<file path="config.mk">
export PLATFORM = sky130hd
export DESIGN_NAME = and2_chk_lfsr
export DESIGN_NICKNAME = d
export VERILOG_FILES = /design/src/rtl/and2_chk_pkg.sv /design/src/rtl/and2_chk_lfsr.sv
export SDC_FILE = /design/constraint.sdc
export NUM_CORES = 1
export LEC_CHECK = 0
export CAP_MARGIN = 20
export CORE_AREA = 2 2 39 41
export CTS_CLUSTER_DIAMETER = 200
export DETAILED_ROUTE_END_ITERATION = 7
export DIE_AREA = 0 0 41 43
export GPL_TIMING_DRIVEN = 0
export MAX_ROUTING_LAYER = met4
export PLACE_DENSITY = 0.49
export SKIP_CTS_REPAIR_TIMING = 1
export SLEW_MARGIN = 20
export SYNTH_ARGS = -nofsm -noshare
export SYNTH_HDL_FRONTEND = slang
export SYNTH_SLANG_ARGS = --single-unit
export TNS_END_PERCENT = 50
</file>
<file path="constraint.sdc">
create_clock -name clk -period 0.9 [get_ports clk]
set_input_delay 0.18 -clock clk [delete_from_list [all_inputs] [get_ports clk]]
set_output_delay 0.18 -clock clk [all_outputs]
set_load 0.01 [all_outputs]
</file>
<file path="src/rtl/and2_chk_pkg.sv">
// Shared types and constants for the and2 stimulus/response checker.
// Holds the FSM encoding, LFSR taps, index width and the expected-value pipeline entry.
package and2_chk_pkg;

    typedef enum logic [1:0] {
        ST_IDLE  = 2'd0,
        ST_RUN   = 2'd1,
        ST_DRAIN = 2'd2,
        ST_DONE  = 2'd3
    } state_t;

    // x^8+x^6+x^5+x^4+1 in right-shifting Galois form
    localparam logic [7:0] LFSR_TAPS = 8'hB8;

    localparam int IDX_W = 16;

    localparam logic [IDX_W-1:0] FIRST_ERR_NONE = 16'hFFFF;

    typedef struct packed {
        logic             vld;
        logic             exp;
`ifdef AND2_CHK_FIRST_ERR_EN
        logic [IDX_W-1:0] idx;
`endif
    } pipe_t;

    function automatic logic [7:0] lfsr_next(input logic [7:0] s);
        return s[0] ? ((s >> 1) ^ LFSR_TAPS) : (s >> 1);
    endfunction

endpackage

</file>
<file path="src/rtl/and2_chk_lfsr.sv">
// 8-bit Galois LFSR with synchronous load of SEED and step enable; exposes the low two bits.
// Latency: new value visible the cycle after load/step.
// No backpressure: load has priority over step.
module and2_chk_lfsr
    import and2_chk_pkg::*;
#(
    parameter logic [7:0] SEED = 8'hA5
) (
    input  logic       clk,
    input  logic       reset,
    input  logic       load,
    input  logic       step,
    output logic [1:0] low_bits
);

    // An all-zero Galois LFSR never leaves zero, so substitute 1
    localparam logic [7:0] SEED_EFF = (SEED == 8'h00) ? 8'h01 : SEED;

    logic [7:0] value;

    always_ff @(posedge clk or negedge reset) begin
        if (!reset) begin
            value <= SEED_EFF;
        end else if (load) begin
            value <= SEED_EFF;
        end else if (step) begin
            value <= lfsr_next(value);
        end
    end

    assign low_bits = value[1:0];

endmodule

</file>
# Word-level counts from Yosys, hierarchy flattened

Index checks and enable logic that the tools add are counted.

Output and inout port bits: 2
Register bits: 8

Reduce and logical (&&, ||, !) cells: 1
Mux-type cells: 3
Bitwise gates (word level): 1

Operators with widths:

| cell               | count |
|---|---|
| $mux W8            | 3 |
| $not A3 Y4         | 1 |
| $reduce_bool A2 Y1 | 1 |

# Logic depth before layout (Yosys ltp)

Gate-level depths: netlist of the first run.

Word-level depth: 4
Gate-level depth with buffers: 3
Depth with buffers taken out: 2

# Worst setup path before layout of the first run

OpenSTA, ideal clock, no wires.

Path type: register -> register
Start point: register value[0]
End point: register value[3]
Path slack: -127 ps
Stages on the path, launching flop included: 4
Data arrival time: 933 ps
Path through: dfstp_2 clkbuf_2 xnor2_1 a211oi_1

Word-level cells in the longest chain between the ends: 3

Ends and longest elaborated chain:

| element                | line                | source |
|---|---|---|
| from (decl)            | and2_chk_lfsr.sv:19 | `logic [7:0] value;` |
| from (signal assigned) | and2_chk_lfsr.sv:27 | `value <= lfsr_next(value);` |
| $mux W8                | and2_chk_pkg.sv:28  | `return s[0] ? ((s >> 1) ^ LFSR_TAPS) : (s >> 1);` |
| $mux W8                | and2_chk_lfsr.sv:26 | `end else if (step) begin` |
| $mux W8                | and2_chk_lfsr.sv:24 | `end else if (load) begin` |

No other way between the ends. The select of a mux whose other input is x is not followed.
A chain may end at the register's enable or synchronous reset.

# Worst setup path after layout of the first run

Start point: register value[0]
End point: output port low_bits[0]

RTL lines:

| element   | line                | source |
|---|---|---|
| to (decl) | and2_chk_lfsr.sv:13 | `output logic [1:0] low_bits` |

No word-level cell between the ends.

==> summary.txt, run 1 <==
Outcome
  – Run status: finished with violations
  – Failing checks: negative setup slack

Finish
  – Max FFs per register: 8
  – Top Registers: value x8
  – Most flops, register: value
  – Share of layout cells above drive strength 1: 41.46%
  – Final instance area: 501.7 um2
  – Commonest non-fill, non-tap cells in the layout: buf_6 (5), mux2i_1 (5), nor2_1 (4), dfstp_2 (4), dfrtp_1 (4)
  – ANT cells: 0
  – P&R area growth vs syn: 37.33%
  – Fin cells: 57
  – Final #Nets: 47

Route
  – Post-DR vias/cell: 4.421
  – Drt pass-1 iters: 1
  – Via count of the routed design: 252
  – # DRC: 0
  – Per-cell routed wire length: 12.09 um
  – Antenna Nets Post-Route: 0
  – Initial drt markers: 0
  – Total Routed Length: 689 um

Global routing
  – Largest net degree at the start of global routing: 11
  – Total track usage: 10.19%
  – Grt met3 use: 4.712%
  – Gr busiest metal: met1
  – Vias in the first global route: 236
  – Antenna violations before repair: 0
  – Met2 Usage GRT: 10.94%
  – M1 GR Usage: 12.96%
  – First-pass GRT wire length: 1069 um
  – Gr ovfl total: 0

Worst setup path
  – CP Max Fanout: 2
  – Crit-path cells: buf_6, buf_6
  – Slowest-stage cell, CP: dfstp_2
  – Worst R2R Path Depth: 3
  – CP required: 720 ps
  – Startpoint type of the worst setup path: flip-flop
  – CP Data Arrival Time: 960 ps
  – Critical Path Max Stage Delay: 530 ps
  – Cell family contributing the most delay on the critical path: flip-flops
  – Crit path depth: 2
  – Worst setup EP type: output pin
  – Crit path kind: reg -> out
  – Worst path bufs/invs: 2
  – Most used cell, CP: buf_6

Logic synthesis
  – Post-synthesis mux area share: 13.70%
  – Synth top area cells: dfstp_2 (29%), dfrtp_1 (27%), mux2i_1 (14%)
  – Sequential fraction of the synthesis area: 56.16%
  – Post-synthesis adder-cell area fraction: 0%
  – Synth Instances: 32
  – Warnings, synthesis: 0
  – Synth cell types: 12
  – Cell taking the most area after synthesis: dfstp_2
  – Number of synthesized register bits: 8
  – Compound-Gate Fraction of Synth Area: 5.822%
  – Area fraction of the dominant cell type after synthesis: 28.77%
  – Mapped cell area: 365.4 um2
  – Combinational family with the most area after synthesis: multiplexers
  – Avg Cell Area, Syn: 11.42 um2
  – XOR/XNOR share of the synthesized area: 7.192%
  – Net Count, Synth: 36
  – Synth Area in Simple Gates: 8.562%

CTS
  – CTS tree: yes
  – CTS Sinks: 8
  – Clock root buffer: clkbuf_4
  – Clk_lat worst skew: 260 ps
  – Buffer depth of the longest clock path: 2
  – TritonCTS Buffers: 3
  – H-tree depth: 1
  – Clock-pin slew on the worst setup and hold paths: 60 ps

STA
  – Slew margin rel.: 75.11%
  – Final Hold Fails: 0
  – RSZ-0062 raised after global routing: true
  – Final Slew Violations: 0
  – Fin crit share: 126.3%
  – Worst-Margin Slew: 372.2 ps
  – Final setup skew: 7.696 ps
  – Final min period: 1137 ps
  – Worst setup margin: -236.5 ps
  – Hold slack: 199.7 ps
  – Fmax: 879.9 MHz
  – Final setup fails: 5

Floorplan
  – Ports: 6
  – Starting Density: 26.40%
  – Die Y: 43 um
  – Core Area: 1384 um2
  – Die ar.: 1763 um2
  – Die W: 41 um
  – Std-Cell Rows: 14

Power
  – Pwr Density: 1724 nW/um2
  – Comb pwr share: 18.7%
  – VDD IR-drop max: 0.6817 mV
  – Switching Fraction: 25.16%
  – P_int: 647.2 uW
  – Leakage: 0.2396 nW
  – Power share of the clock group: 32.6%
  – Psw: 217.6 uW
  – Fraction of power consumed by sequential logic: 48.7%

Placement
  – Placed Instances: 53
  – Post-DP Area: 459.2 um2
  – GPL Wtd Cong: 0.6915
  – # port buffers: 5
  – Placed wire-length estimate: 446.7 um

Worst hold path
  – Worst hold path class: in -> async

Flow run
  – Max cap viols: 0
per-layer routing:
layer	part of all wire, %	wire, um
met5	0	0
met2	45	312
met4	0.87	6
met1	49	336
met3	4.9	34
Yosys cell counts:
master / count
xnor2_1: 3
nor2_1: 4
dfrtp_1: 4
nor3_1: 1
a31oi_1: 1
a211oi_1: 2
inv_1: 1
dfstp_2: 4
buf_4: 3
nand2_1: 3
mux2i_1: 5
clkbuf_2: 1
power groups by stage:
| stage | clock [mW] | sequential [mW] | combinational (mW) |
|---|---|---|---|
| 2_1_floorplan | 0 | 0.421 | 0.103 |
| 3_3_place_gp | 0 | 0.424 | 0.149 |
| 3_5_place_dp | 0 | 0.426 | 0.151 |
| 4_1_cts | 0.291 | 0.421 | 0.152 |
| 5_1_grt | 0.311 | 0.425 | 0.177 |
| 6_report | 0.282 | 0.421 | 0.162 |
path summary, 6_finish.rpt:
check                                           from                   end  slack (ps)
worst max-delay path            value[0]$_DFFE_PN1P_           low_bits[0]        -240
worst min-delay path                           reset  value[3]$_DFFE_PN0P_         200
worst max register to register  value[0]$_DFFE_PN1P_  value[4]$_DFFE_PN0P_        -140
worst min register to register  value[3]$_DFFE_PN0P_  value[2]$_DFFE_PN1P_         520
max in group asynchronous                      reset  value[0]$_DFFE_PN1P_         380
min in group clk                                step  value[1]$_DFFE_PN0P_         310
worst reg2reg max path: cells and delay by family, from the launching register on:
family                    cells  cell delay, ps
AOI/OAI and AO/OA             1             210
xor gates and xnor gates      1              70
DFF                           1             530
buffers and inverters         1             160
cell type report:
class                           instances  area [um2]
Sequential cell                         8       205.2
Inverter                                1       3.754
Timing Repair Buffer                    7       67.56
Multi-Input combinational cell         19       148.9
Fill cell                             149       882.1
Tap cell                               16       20.02
Clock buffer                            3       22.52
Buffer                                  3       33.78
per-stage QoR:
stage	power (mW)	utilization, %	TNS (ps)	setup slack, ps
5_1_grt	0.9133	36.26	-1003	-260.0
2_1_floorplan	0.5241	-	-183.4	-70.70
3_3_place_gp	0.5738	33.18	-2904	-407.5
6_report	0.8648	36.26	-755.1	-236.5
3_5_place_dp	0.5775	33.18	-3081	-408.1
4_1_cts	0.8645	34.81	-1853	-691.0
cells by family (layout without fill, tap and decap cells):
| kind of cell | Yosys count | after routing |
|---|---|---|
| XOR/XNOR | 3 | 3 |
| AND/OR/NAND/NOR | 8 | 8 |
| AO/OA/AOI/OAI | 3 | 3 |
| multiplexers | 5 | 5 |
| flip-flops | 8 | 8 |
| buffers and inverters | 5 | 14 |
Note: power is estimated with default switching activity, not from simulation.
==> inputs of run 2 (changes only) <==
Settings changed: MAX_ROUTING_LAYER met4 to not set.
==> results of run 2 <==
The final DEF is identical to that of run 1; final timing and power are the same.
Main changes from that run: final weighted congestion in routability-driven placement 0.6915 -> 0.6844; overall routing resource usage 10.19% -> 9.939%
